$ cat config.mk
export PLATFORM = sky130hd
export DESIGN_NAME = instr_fetch_decode
export DESIGN_NICKNAME = d
export VERILOG_FILES = /design/src/rtl/instr_fetch_decode.sv
export SDC_FILE = /design/constraint.sdc
export NUM_CORES = 1
export LEC_CHECK = 0
export BUFFER_PORTS_ARGS = -buffer_cell sky130_fd_sc_hd__clkbuf_2
export CAP_MARGIN = 10
export CELL_PAD_IN_SITES_DETAIL_PLACEMENT = 1
export CELL_PAD_IN_SITES_GLOBAL_PLACEMENT = 1
export CORE_MARGIN = 3
export CORE_UTILIZATION = 40
export CTS_CLUSTER_SIZE = 20
export DETAILED_ROUTE_END_ITERATION = 10
export PLACE_DENSITY_LB_ADDON = 0.08
export SETUP_SLACK_MARGIN = 0.3
export SYNTH_ARGS = -nofsm -noshare
export SYNTH_HDL_FRONTEND = slang
export SYNTH_SLANG_ARGS = --single-unit
$ cat constraint.sdc
create_clock -name clk -period 5.1 [get_ports clk]
set_input_delay 0.51 -clock clk [delete_from_list [all_inputs] [get_ports clk]]
set_output_delay 0.51 -clock clk [all_outputs]
set_load 0.02 [all_outputs]
$ cat src/rtl/instr_fetch_decode.sv
// rtl/instr_fetch_decode.sv - instruction fetch/decode sequencer driving the ALU/RegBank datapath controls
// Optional single-step control guarded by CTRL_SINGLE_STEP_EN.
module instr_fetch_decode #(
   parameter int ADDR_W            = 16,
   parameter int unsigned PC_RESET = 0
) (
   input  logic              clk,
   input  logic              rst,
`ifdef CTRL_SINGLE_STEP_EN
   input  logic              step,
`endif
   output logic [ADDR_W-1:0] mem_addr,
   output logic              mem_rd,
   input  logic [15:0]       mem_rdata,
   input  logic              mem_valid,
   output logic [15:0]       regEnable,
   output logic              flagEn,
   output logic              RorI,
   output logic [7:0]        opcode,
   output logic [3:0]        Rsrc,
   output logic [3:0]        Rdest,
   output logic [15:0]       imm,
   output logic [ADDR_W-1:0] pc,
   output logic              halted
);

   typedef enum logic [1:0] {FETCH, DECODE, EXEC, HALT} state_t;

   state_t            state_q, state_d;
   logic [ADDR_W-1:0] pc_q, pc_d;
   logic [15:0]       ir_q, ir_d;
   logic [7:0]        opcode_q, opcode_d;
   logic [3:0]        rsrc_q, rsrc_d;
   logic [3:0]        rdest_q, rdest_d;
   logic [15:0]       imm_q, imm_d;
   logic              rori_q, rori_d;
   logic              mem_rd_q, mem_rd_d;
   logic              accept, avail, consume;
   logic              is_nop, is_cmp, do_exec;

`ifdef CTRL_SINGLE_STEP_EN
   logic step_q, pend_q, pend_d;

   // One remembered edge; it is consumed when a fetch request is launched.
   always_comb begin
      avail  = pend_q | (step & ~step_q);
      pend_d = avail & ~consume;
   end

   always_ff @(posedge clk or posedge rst) begin
      if (rst) begin
         step_q <= 1'b0;
         pend_q <= 1'b0;
      end else begin
         step_q <= step;
         pend_q <= pend_d;
      end
   end
`else
   assign avail = 1'b1;
`endif

   assign accept = (state_q == FETCH) && mem_rd_q && mem_valid;

   always_comb begin
      state_d  = state_q;
      pc_d     = pc_q;
      ir_d     = ir_q;
      opcode_d = opcode_q;
      rsrc_d   = rsrc_q;
      rdest_d  = rdest_q;
      imm_d    = imm_q;
      rori_d   = rori_q;
      mem_rd_d = 1'b0;
      consume  = 1'b0;
      case (state_q)
         FETCH: begin
            if (accept) begin
               ir_d    = mem_rdata;
               state_d = DECODE;
            end else if (mem_rd_q) begin
               mem_rd_d = 1'b1;
            end else begin
               mem_rd_d = avail;
               consume  = avail;
            end
         end
         DECODE: begin
            if (ir_q[15:12] == 4'hF) begin
               state_d = HALT;
            end else begin
               state_d = EXEC;
               rdest_d = ir_q[11:8];
               if (ir_q[15:12] == 4'h0) begin
                  opcode_d = {4'h0, ir_q[7:4]};
                  rori_d   = 1'b0;
                  rsrc_d   = ir_q[3:0];
               end else begin
                  opcode_d = {ir_q[15:12], 4'h0};
                  rori_d   = 1'b1;
                  rsrc_d   = 4'h0;
                  imm_d    = {{8{ir_q[7]}}, ir_q[7:0]};
               end
            end
         end
         EXEC: begin
            pc_d     = pc_q + 1'b1;
            state_d  = FETCH;
            // Request the next word immediately so zero-wait memory gives 3 cycles per instruction.
            mem_rd_d = avail;
            consume  = avail;
         end
         default: ;
      endcase
   end

   always_ff @(posedge clk or posedge rst) begin
      if (rst) begin
         state_q  <= FETCH;
         pc_q     <= ADDR_W'(PC_RESET);
         ir_q     <= 16'h0000;
         opcode_q <= 8'h00;
         rsrc_q   <= 4'h0;
         rdest_q  <= 4'h0;
         imm_q    <= 16'h0000;
         rori_q   <= 1'b0;
         mem_rd_q <= 1'b0;
      end else begin
         state_q  <= state_d;
         pc_q     <= pc_d;
         ir_q     <= ir_d;
         opcode_q <= opcode_d;
         rsrc_q   <= rsrc_d;
         rdest_q  <= rdest_d;
         imm_q    <= imm_d;
         rori_q   <= rori_d;
         mem_rd_q <= mem_rd_d;
      end
   end

   // Pulses decode from state so an async reset removes them in the same cycle.
   assign is_nop  = (ir_q == 16'h0000);
   assign is_cmp  = ((ir_q[15:12] == 4'h0) && (ir_q[7:4] == 4'hB)) || (ir_q[15:12] == 4'hB);
   assign do_exec = (state_q == EXEC) && !is_nop;

   assign regEnable = (do_exec && !is_cmp) ? (16'h0001 << rdest_q) : 16'h0000;
   assign flagEn    = do_exec;
   assign RorI      = rori_q;
   assign opcode    = opcode_q;
   assign Rsrc      = rsrc_q;
   assign Rdest     = rdest_q;
   assign imm       = imm_q;
   assign pc        = pc_q;
   assign mem_addr  = pc_q;
   assign mem_rd    = mem_rd_q;
   assign halted    = (state_q == HALT);

endmodule

== Yosys cells after proc, flatten, opt, wreduce, memory -nomap -nowiden ==
Index checks and enable logic that the tools add are counted.
Word-level totals
  logic and storage cells: 45
  bits in registers: 60
  output and inout bits: 84
Operators by class
  shifts and indexed selects: 1
  bitwise gates (word level): 2
  equal/unequal tests: 7
  reduce and logical (&&, ||, !) cells: 16
  muxes and demuxes: 9
  add/sub/neg operators: 1
Operators by type and width (count)
  $add A16 B1 Y16 const B: 1
  $logic_not A16 Y1: 1
  $mux W16: 1
  $shl A1 B4 Y16 const A: 1
  $eq A4 B4 Y1 const B: 3
  $mux W8: 1
  $pmux W2 S3: 1
  $reduce_and A2 Y1: 3
  $logic_and A1 B1 Y1: 5
  $eq A2 B2 Y1 const B: 2
  $logic_not A4 Y1: 1
  $mux W4: 1
  $mux W1: 3
  $reduce_and A3 Y1: 1
  $reduce_bool A3 Y1: 1
  $eq A2 B1 Y1 const B: 1
  $logic_not A1 Y1: 2
  $logic_not A2 Y1: 1
  $mux W2: 1
  $ne A2 B2 Y1 const B: 1
  $not A1 Y1: 2
  $pmux W1 S2: 1
  $logic_or A1 B1 Y1: 1

== Logic depth before layout (Yosys ltp) ==
  depth in word-level cells: 6
  gate-level depth with buffers: 6
  gate-level depth less buffers: 4

== Worst setup path before layout ==
Ideal clock, no wire load.
  kind: register -> output
  from: reg state_q[0]
  to: out regEnable[10]
  arrival: 1689 ps
  stages on the path, launching flop included: 6
  slack: 2901 ps
  data required time: 4590 ps
  path buffers: 1
  cell sequence: dfrtp_1 nor2b_1 buf_2 o21a_1 nand2_1 nor4_1
On the way
  cells in the longest elaborated chain, start to end: 4
RTL lines
  from (decl): line 29  | state_t state_q, state_d;
  from (signal assigned): line 129  | state_q <= state_d;
  $eq A2 B2 Y1: line 144  | assign do_exec = (state_q == EXEC) && !is_nop;
  $logic_and A1 B1 Y1: line 144
  $logic_and A1 B1 Y1: line 146  | assign regEnable = (do_exec && !is_cmp) ? (16'h0001 << rdest_q) : 16'h0000;
  $mux W16: line 146
  to (decl): line 16  | output logic [15:0] regEnable,
No other way between the ends.

== Worst setup path after layout ==
  from: reg state_q[0]
  to: out regEnable[4]
Same word-level chain as after synthesis.

==> impl_metrics.env <==
export IMPL_end_kind="output port"
export IMPL_grt_pass1_vias=2115
export IMPL_die_area_sq_mm=0.00800
export IMPL_place_area_sq_mm=0.00318
export IMPL_yosysTopAreaCellShare=0.539
export IMPL_maxCapViolCount=0
export IMPL_yosysWarningCount=0
export IMPL_cts_buffers=9
export IMPL_fin_util=0.516
export IMPL_finalHoldWorstSlack_ps=364
export IMPL_core_sq_mm=0.00653
export IMPL_dieHeight_microns=89.4
export IMPL_synth_cell_type_count=36
export IMPL_drt_iter0_markers=94
export IMPL_yosysMostFrequentCell="dfrtp_1"
export IMPL_dp_hpwl_microns=4740
export IMPL_drt_wl_total_microns=6600
export IMPL_clock_path_buffers=2
export IMPL_initial_core_util=0.426
export IMPL_worst_slew_pin_slew_ps=940
export IMPL_vias=2105
export IMPL_diodes=0
export IMPL_synth_top_area_cell="dfrtp_1"
export IMPL_fin_nets=347
export IMPL_grt_overflow=0
export IMPL_synth_fp_nets=266
export IMPL_cts_tree="yes"
export IMPL_worstSetupStartpointType="flip-flop"
export IMPL_tns_ps=0
export IMPL_via_per_inst=5.15
export IMPL_status="completed"
export IMPL_postCtsHoldBufs=0
export IMPL_hp_class="primary input to async pin"
export IMPL_grt_use_total=0.177
export IMPL_synthFlopType="dfrtp_1"
export IMPL_fin_total_pwr_uw=2180
export IMPL_antenna_found_initial=0
export IMPL_syn_inst=246
export IMPL_finClkSkew_ps=6.50
export IMPL_clockRootBuffer="clkbuf_8"
export IMPL_slew_violations=0
export IMPL_synth_area_leaders="dfrtp_1 54%, mux2_2 10%, buf_4 6.5%"
export IMPL_powerDensity_mw_per_mm2=647
export IMPL_avgSynthCellArea_sq_um=11.3
export IMPL_synthesis_area_sq_mm=0.00278
export IMPL_yosysSeqAreaShare=0.539
export IMPL_timing_fmax_mhz=347
export IMPL_gp_congestion=0.745
export IMPL_drcViolationCount=0
export IMPL_post_cts_setup_buffer_count=0
export IMPL_p_leak_uw=0.00168
export IMPL_cts_htree_levels=3
export IMPL_finalInstanceArea_sq_mm=0.00337
export IMPL_rsz0062_at_grt="false"
export IMPL_ys_ff_latch=60
export IMPL_synth_edff_count=0
export IMPL_io_pins=103
export IMPL_drt_pass1_iter_count=4
export IMPL_insertion_delay_ps=330
export IMPL_setup_violations=0
export IMPL_critPathMaxFanout=8
export IMPL_antenna_left=0
export IMPL_drive_above_1_share=0.473
export IMPL_syn2layout_area_growth_pct=21.1
export IMPL_clock_sinks=60
export IMPL_grt_max_degree=61
export IMPL_rows=29
export IMPL_die_w_microns=89.4
export IMPL_ir_drop_mv=0.370
export IMPL_io_buffers=102
export IMPL_wl_per_cell_microns=16.1
export IMPL_layout_worst_path_cycle_share=0.565
export IMPL_clk_pin_slew_ps=70
export IMPL_hold_viol=0
export IMPL_cp_required_ps=4590
export IMPL_cts_resized=0
export IMPL_finalCriticalPeriod_ps=2880
export IMPL_async_flop_share=1.00
export IMPL_arrival_ps=2370
export IMPL_criticalPathCategory="flip-flop to output port"
export IMPL_grt_pass1_wl_microns=10700
export IMPL_maxSlewHeadroom=0.373
export IMPL_synth_common_cells="60 x dfrtp_1, 39 x nand2_1, 25 x mux2_2"
[path summary, 6_finish.rpt]
path / from / endpoint / slack, ps / cells after the start
max: state_q[0] / regEnable[4] / 2220 / 5
min: rst / mem_addr[12] / 360 / 3
max reg2reg: state_q[1] / imm[7] / 2950 / 4
min reg2reg: opcode[1] / opcode[1] / 470 / 2
max in group asynchronous: rst / Rsrc[1] / 4240 / 3
min in group clk: mem_rdata[4] / ir_q[4] / 410 / 2
[layout by cell type (no fill, tap or decap), types with 2 or more instances in the layout]
cell / count
and4_1: 3
buf_4: 3
clkinvlp_4: 3
xor2_1: 2
clkinv_2: 3
nor3_1: 9
nand3b_1: 2
clkbuf_8: 9
nand2_1: 39
and3_1: 2
nor2_1: 3
nand4_1: 4
mux2_2: 25
xnor2_1: 13
nand3_1: 16
nor4_1: 11
clkbuf_2: 102
o22a_1: 3
nand2b_1: 3
dfrtp_1: 60
[stage by stage]
stage                     instances  worst slack, ps
after floorplan                 246             2900
final                           409             2220
after global placement          393             2620
after CTS                       409             2190
after global routing            409             2000
after detailed placement        393             2580
[critical path, stage by stage, from the launching register on]
cell,delay [ps]
dfrtp_1,470
nor2b_1,570
o21a_1,260
nand2b_1,190
nor4_1,310
clkbuf_2,240
[flip-flops by register name, indices dropped and copies added (netlist names)]
name      cells
state_q       2
ir_q         16
Rsrc          4
imm           8
Rdest         4
mem_addr     16
mem_rd        1
opcode        8
RorI          1
[power breakdown]
| group | internal, uW | switching (uW) |
|---|---|---|
| Sequential | 665 | 224 |
| Combinational | 349 | 525 |
| Clock | 223 | 194 |
[final cells by class]
cell class	instances	area, sq um
Multi-Input combinational cell	150	1050
Tap cell	77	96.3
Sequential cell	60	1500
Clock inverter	7	67.6
Inverter	1	3.75
Timing Repair Buffer	105	533
Clock buffer	9	124
Fill cell	761	3160
[cells by family after synthesis]
logic type      after synthesis  share of synthesized area
flops                        60                      0.539
buf+inv                      36                     0.0849
simple gates                100                      0.187
compound gates                9                     0.0364
mux                          25                      0.101
fa+ha+maj                     1                    0.00449
xor+xnor                     15                     0.0472
[layer usage]
| metal | wire [microns] | track usage |
|---|---|---|
| met1 | 3170 | 0.245 |
| met2 | 2980 | 0.267 |
| met3 | 401 | 0.0498 |
| met4 | 50 | 0.0609 |
| met5 | 0 | 0 |
Note: power is estimated with default switching activity, not from simulation.
